`src/rtl/wrreg_stm.sv`:
```
// HyperRAM register-write engine: CS# setup, three CA words, one data word,
// CS# hold and recovery, then a level stm_end handshake with the selector.
module wrreg_stm #(
   parameter int CS_SETUP_CYC  = 2,
   parameter int CS_HOLD_CYC   = 2,
   parameter int RECOVERY_CYC  = 2,
   parameter bit FORCE_CA_BITS = 1'b1
) (
   input  logic        clk,
   input  logic        rst,
   input  logic        stm_start,
   output logic        stm_end,
   output logic        oe,
   output logic        oe_clk,
   output logic        csn,
   output logic [15:0] datain,
   input  logic        rwds_in,
   input  logic [47:0] casig,
   input  logic [15:0] reg_wdata
);

   localparam int MAX_A = (CS_SETUP_CYC > CS_HOLD_CYC) ? CS_SETUP_CYC : CS_HOLD_CYC;
   localparam int MAX_P = (MAX_A > RECOVERY_CYC) ? MAX_A : RECOVERY_CYC;
   localparam int CNT_W = $clog2(MAX_P) + 1;

   localparam logic [CNT_W-1:0] SETUP_LD = CNT_W'(CS_SETUP_CYC - 1);
   localparam logic [CNT_W-1:0] HOLD_LD  = CNT_W'(CS_HOLD_CYC - 1);
   localparam logic [CNT_W-1:0] RECOV_LD = CNT_W'((RECOVERY_CYC > 0) ? RECOVERY_CYC - 1 : 0);

   if (CS_SETUP_CYC < 1) begin : g_bad_setup
      $error("wrreg_stm: CS_SETUP_CYC must be >= 1");
   end
   if (CS_HOLD_CYC < 1) begin : g_bad_hold
      $error("wrreg_stm: CS_HOLD_CYC must be >= 1");
   end
   if (RECOVERY_CYC < 0) begin : g_bad_recov
      $error("wrreg_stm: RECOVERY_CYC must be >= 0");
   end

   typedef enum logic [3:0] {
      IDLE, SETUP, CA0, CA1, CA2, DATA, HOLD, RECOV, DONE
   } state_t;

   state_t            state, state_nx;
   logic [CNT_W-1:0]  cnt, cnt_nx;
   logic [47:0]       ca_q;
   logic [15:0]       wd_q;
   logic              csn_nx, oe_nx, oe_clk_nx, stm_end_nx;
   logic [15:0]       datain_nx;

   // Register writes have zero latency, so RWDS carries no information here.
   logic rwds_unused;
   assign rwds_unused = rwds_in;

   always_comb begin
      state_nx = state;
      cnt_nx   = cnt;
      unique case (state)
         IDLE:  if (stm_start) begin
                   state_nx = SETUP;
                   cnt_nx   = SETUP_LD;
                end
         SETUP: if (cnt == '0) state_nx = CA0;
                else           cnt_nx   = cnt - 1'b1;
         CA0:   state_nx = CA1;
         CA1:   state_nx = CA2;
         CA2:   state_nx = DATA;
         DATA:  begin
                   state_nx = HOLD;
                   cnt_nx   = HOLD_LD;
                end
         HOLD:  if (cnt != '0)          cnt_nx   = cnt - 1'b1;
                else if (RECOVERY_CYC == 0) state_nx = DONE;
                else begin
                   state_nx = RECOV;
                   cnt_nx   = RECOV_LD;
                end
         RECOV: if (cnt == '0) state_nx = DONE;
                else           cnt_nx   = cnt - 1'b1;
         DONE:  if (!stm_start) state_nx = IDLE;
         default: state_nx = IDLE;
      endcase
   end

   // Outputs are decoded from the next state so the pads change on the same edge as the state.
   always_comb begin
      csn_nx     = 1'b1;
      oe_nx      = 1'b0;
      oe_clk_nx  = 1'b0;
      stm_end_nx = 1'b0;
      datain_nx  = 16'h0;
      unique case (state_nx)
         SETUP, HOLD: csn_nx = 1'b0;
         CA0, CA1, CA2, DATA: begin
            csn_nx    = 1'b0;
            oe_nx     = 1'b1;
            oe_clk_nx = 1'b1;
            case (state_nx)
               CA0:     datain_nx = ca_q[47:32];
               CA1:     datain_nx = ca_q[31:16];
               CA2:     datain_nx = ca_q[15:0];
               default: datain_nx = wd_q;
            endcase
         end
         DONE:    stm_end_nx = 1'b1;
         default: ;
      endcase
   end

   always_ff @(posedge clk) begin
      if (rst) begin
         state   <= IDLE;
         cnt     <= '0;
         ca_q    <= '0;
         wd_q    <= '0;
         csn     <= 1'b1;
         oe      <= 1'b0;
         oe_clk  <= 1'b0;
         stm_end <= 1'b0;
         datain  <= 16'h0;
      end else begin
         state   <= state_nx;
         cnt     <= cnt_nx;
         csn     <= csn_nx;
         oe      <= oe_nx;
         oe_clk  <= oe_clk_nx;
         stm_end <= stm_end_nx;
         datain  <= datain_nx;
         if (state == IDLE && stm_start) begin
            ca_q <= FORCE_CA_BITS ? {2'b01, casig[45:0]} : casig;
            wd_q <= reg_wdata;
         end
      end
   end

endmodule
```
`config.mk`:
```
export PLATFORM = sky130hd
export DESIGN_NAME = wrreg_stm
export DESIGN_NICKNAME = d
export VERILOG_FILES = /design/src/rtl/wrreg_stm.sv
export SDC_FILE = /design/constraint.sdc
export NUM_CORES = 1
export LEC_CHECK = 0
export ABC_CLOCK_PERIOD_IN_PS = 4750
export BUFFER_PORTS_ARGS = -buffer_cell sky130_fd_sc_hd__buf_2
export CAP_MARGIN = 5
export CORE_ASPECT_RATIO = 0.75
export CORE_MARGIN = 10
export CORE_UTILIZATION = 35
export DETAILED_ROUTE_END_ITERATION = 10
export PLACE_DENSITY = 0.6
export SLEW_MARGIN = 20
export SYNTH_ARGS = -nofsm -noshare
export SYNTH_HDL_FRONTEND = slang
export SYNTH_SLANG_ARGS = --single-unit
```
`constraint.sdc`:
```
create_clock -name clk -period 4.75 [get_ports clk]
set_input_delay 0.7125 -clock clk [delete_from_list [all_inputs] [get_ports clk]]
set_output_delay 0.7125 -clock clk [all_outputs]
set_load 0.02 [all_outputs]
```
* After elaboration in Yosys (flattened, before gate mapping) *
Index checks and enable logic that the tools add are counted.

word-level totals
  register bits = 88
  latch bits = 0
  bits in writable memories = 0
  ROM bits = 0
  input bits = 68
  output and inout port bits = 20
  word-level logic and storage cells = 51
  memories = 0

operators by class
  add/sub/neg operators = 1
  $mul = 0
  divide/modulo/power cells = 0
  magnitude comparators = 0
  eq/ne operators = 17
  shift-type cells = 0
  muxes and demuxes = 14
  bitwise logic cells = 1
  reduce and logical (&&, ||, !) cells = 10

operator list
  kind                   count
  $pmux W16 S3           1
  $pmux W4 S9            1
  $eq A4 B3 Y1 const B   7
  $mux W4                5
  $eq A4 B2 Y1 const B   4
  $eq A4 B1 Y1 const B   2
  $eq A4 B4 Y1 const B   2
  $pmux W2 S4            1
  $mux W2                3
  $reduce_or A6 Y1       1
  $logic_not A4 Y1       1
  $ne A2 B2 Y1 const B   2
  $reduce_bool A4 Y1     1
  $reduce_or A2 Y1       2
  $reduce_or A4 Y1       1
  $mux W1                3
  $reduce_and A3 Y1      1
  $logic_not A2 Y1       1
  $reduce_bool A2 Y1     1
  $sub A2 B1 Y2 const B  1
  $logic_and A1 B1 Y1    1
  $not A1 Y1             1

* Logic depth before layout (Yosys ltp) *
  depth after elaboration = 7
  mapped depth = 8
  gate-level depth less buffers = 6

* Least setup slack after synthesis *
OpenSTA, ideal clock, no wires.

  path type = input-to-reg
  start point = input port rst
  end point = register datain[6]
  setup time = 0.078 ns
  arrival = 1.574 ns
  required time = 4.672 ns
  setup slack = 3.098 ns
  cell stages on the path = 5
  path buffers = 2
  cell sequence = clkbuf_1 -> nor2_1 -> o211ai_2 -> buf_2 -> nor3_1

between the ends
  longest elaborated chain between the ends = 1

RTL lines
  what                        line  text
  start, declared             10    input logic rst,
  $reduce_or A2 Y1 (no line)  n/a
  end signal, assigned        128   datain <= datain_nx;
  end, declared               16    output logic [15:0] datain,

No other way between the ends.
A chain may end at the register's enable or synchronous reset.

* Worst setup path in the final report *
  start point = register cnt[0]
  end point = register datain[14]

between the ends
  longest elaborated chain between the ends = 7
  elaborated cells between the ends (all ways) = 14
  classes of those cells = eq/ne (4); mux (5); bitwise (1); reduce/logical (4)

RTL lines
  what                                                           line        text
  start, declared                                                45          logic [CNT_W-1:0] cnt, cnt_nx;
  start signal, assigned                                         123         cnt <= cnt_nx;
  $logic_not A2 Y1 / $reduce_bool A2 Y1 (equally long branches)  63, 78, 72
  $mux W4, on equally long branches                              78, 63, 72
  $pmux W4 S9 (*)                                                58          unique case (state)
  $eq A4 B3 Y1, or another cell as far along                     92, 98
  $reduce_or A4 Y1                                               n/a
  $not A1 Y1 (no line)                                           n/a
  $reduce_or A2 Y1 (no line)                                     n/a

Every way passes the cells marked *; elsewhere a longest branch is shown, timed or not.

==> summary.txt <==
Power
  – Pwr/cell area: 458.3 mW/mm2
  – P_sw: 0.5561 mW
  – Total power: 1.953 mW
  – Leak: 1.758 nW
  – Power Internal: 1.396 mW
  – IR drop worst, VDD: 0.1749 mV
  – Sw Share: 28.48%
  – Gate power share: 18.0%
  – Clock power frac: 39.1%
  – Register share of total power: 42.9%

Yosys
  – Syn nets: 490
  – #FFs+latches synth: 88
  – EDFF count, synth: 0
  – Synth Cell Area: 0.003530 mm2
  – Mean Syn Cell Area: roughly 8.4 um2
  – Share of the synthesized area in the top cell type: 49.91%
  – Yosys top cell by area: dfxtp_1
  – Synth Flop Type: dfxtp_1
  – Netlist cell types: 39
  – Synth area leaders: dfxtp_1 50%, nand2_1 14%, a21oi_1 9.1%
  – Synthesis Warnings: 0
  – Most instantiated cells after synthesis: 127 x nand2_1, 88 x dfxtp_1, 64 x a21oi_1, 27 x nor2_1, 16 x mux2_2
  – Seq/Total Area, Yosys: approximately half
  – Synth Instances: 420
  – Async SR Flop Fraction: 0%
  – Count leader, synth: nand2_1

STA
  – Period utilization: 46.89%
  – Worst-Margin Slew: 0.8982 ns
  – Hold slack: 0.4545 ns
  – Fin Clk Skew: 0.01408 ns
  – Max-slew violations: 0
  – Minimum clock period after layout: 2.227 ns
  – FMAX: roughly 0.45 GHz
  – Setup TNS: 0 ns
  – Final setup violation count: 0
  – RSZ-0062 raised after global routing: no
  – Final hold viol count: 0
  – Max-slew headroom: 39.94%

Placement
  – Final HPWL DP: 6.589 mm
  – Placer Congestion: 0.8019
  – Port Buffer Count: 84

Setup path
  – Worst Setup Path Type: flop to flop
  – Crit-path cells: inv_1 > ha_1 > a21o_1 > nand2_1 > a222oi_1 > nor2_1
  – Crit-path slowest cell: a222oi_1
  – CP Data Arrival Time: 2.41 ns
  – Critical Path Source: cnt[0]$_SDFFE_PP0P_
  – Setup crit start kind: flop
  – CP endpoint kind: flop
  – Worst r2r src: cnt[0]$_SDFFE_PP0P_
  – Worst Path Required: 4.93 ns
  – Crit-path max cell delay: 0.66 ns
  – Crit Path Max Fanout: 16

Final layout
  – Layout cells sized above 1: 26.18%
  – # diodes: 0
  – Area growth syn-to-layout: 20.70%
  – Filler cell count: 1001
  – Nets@finish: 554

Drt
  – Antenna-violating nets left: 0
  – DRT iter0 DRCs: 234
  – Via count: 3044
  – Wirelength, routed: 9.414 mm
  – DRC errors left: 0
  – WL per Instance: 15.16 um
  – Via density: 4.902
  – Total iterations of the first detailed-routing run: 6

GRT
  – Vias in the first global route: 3035
  – GRT Util Overall: 12.80%
  – Largest net degree at the start of global routing: 71
  – Initial antenna violation count: 0
  – Grt total ovfl: 0
  – First-pass GRT wire length: 15.06 mm

Die
  – Die W: between 100 and 150 um
  – Number of I/O pins: between 80 and 90
  – Row cnt: 31
  – Initial Util: 36.25%
  – Overall die height: 107.0 um
  – Core region area: 0.009736 mm2
  – Die area: 0.01454 mm2

Clock tree
  – Setup repair bufs after CTS: 0
  – Clock Latency Late Sink: 0.34 ns
  – TritonCTS clock tree: done
  – Reg clk slew, reported paths: 0.06 ns
  – # hold bufs at CTS: 0
  – H-Tree Level Count: 3
  – Root Driver: clkbuf_16
  – CTS sink cnt: 88
  – CTS buffer count: 9
  – Post-CTS sizing: 0
  – CTS max path bufs: 2

Job
  – Max-cap viol count: 0

Hold path
  – Hold_sp: ca_q[8]$_SDFFE_PP0P_
  – Worst Hold Class: flop to flop

Outcome
  – Outcome: complete, no violations
cell type report:
type / count / area [um2] / share of cell area [%]
clock inverter: 7 / 101.3 / 2.379
tap: 132 / 165.2 / 3.877
clock buffer: 9 / 225.2 / 5.286
timing repair buffer: 87 / 442.9 / 10.40
multi-input combinational: 292 / 1541 / 36.18
sequential: 88 / 1762 / 41.35
inverter: 6 / 22.52 / 0.5286
power groups by stage:
stage	Combinational (mW)	Clock, mW	Sequential [mW]
after floorplan	0.263	0	0.858
after global placement	0.348	0	0.851
after detailed placement	0.354	0	0.854
after CTS	0.355	0.781	0.838
after global routing	0.393	0.810	0.847
final	0.351	0.763	0.838
worst paths after layout:
kind / end / slack [ns] / cells after the start
max: datain[14]$_SDFF_PP0_ / 2.52 / 6
min: ca_q[8]$_SDFFE_PP0P_ / 0.45 / 2
max reg2reg: datain[14]$_SDFF_PP0_ / 2.52 / 6
min reg2reg: ca_q[8]$_SDFFE_PP0P_ / 0.45 / 2
registers in the layout, summed over array words and instances, names as in the netlist:
signal	flops
cnt	2
stm_end	1
datain	16
oe_clk	1
state	4
wd_q	16
csn	1
ca_q	47
cells by family after synthesis:
family / share of synthesized area, %
flip-flops: 49.91
buffers and inverters: 6.700
multiplexers: 5.388
adder cells (fa/ha/maj): 0.7089
AND/OR/NAND/NOR: 21.06
AO/OA/AOI/OAI: 16.24
layout by cell type (no fill, tap or decap), types with 4 or more instances in the layout:
| cell | n |
|---|---|
| a21oi_1 | 64 |
| a221oi_1 | 9 |
| a222oi_1 | 6 |
| buf_2 | 84 |
| clkbuf_16 | 9 |
| dfxtp_1 | 88 |
| inv_1 | 4 |
| mux2_2 | 16 |
| nand2_1 | 127 |
| nor2_1 | 27 |
| nor3_1 | 11 |
per-layer routing:
layer	wire length, um	vias to the layer above	GRT usage (%)
met3	672	6	4.897
met2	4389	77	20.08
li1	-	1547	-
met1	4308	1414	16.28
met4	44	0	2.959
met5	0	-	0
worst max-delay path, delay by kind of cell, from the launching register on:
kind,cells,cell delay [ns]
adders and majority gates,1,0.32
buffers and inverters,1,0.09
DFF,1,0.31
and+or+nand+nor,2,0.47
AOI/OAI and AO/OA,2,0.87
metrics by stage:
stage	setup slack [ns]	std cells	cell area, um2	utilization [%]
after global routing	2.355	621	4260	43.76
after CTS	2.549	621	4257	43.72
after floorplan	3.098	420	3530	-
after detailed placement	2.251	605	3930	40.37
final	2.523	621	4260	43.76
after global placement	2.278	605	3930	40.37
Power figures use the tool's default switching activity.
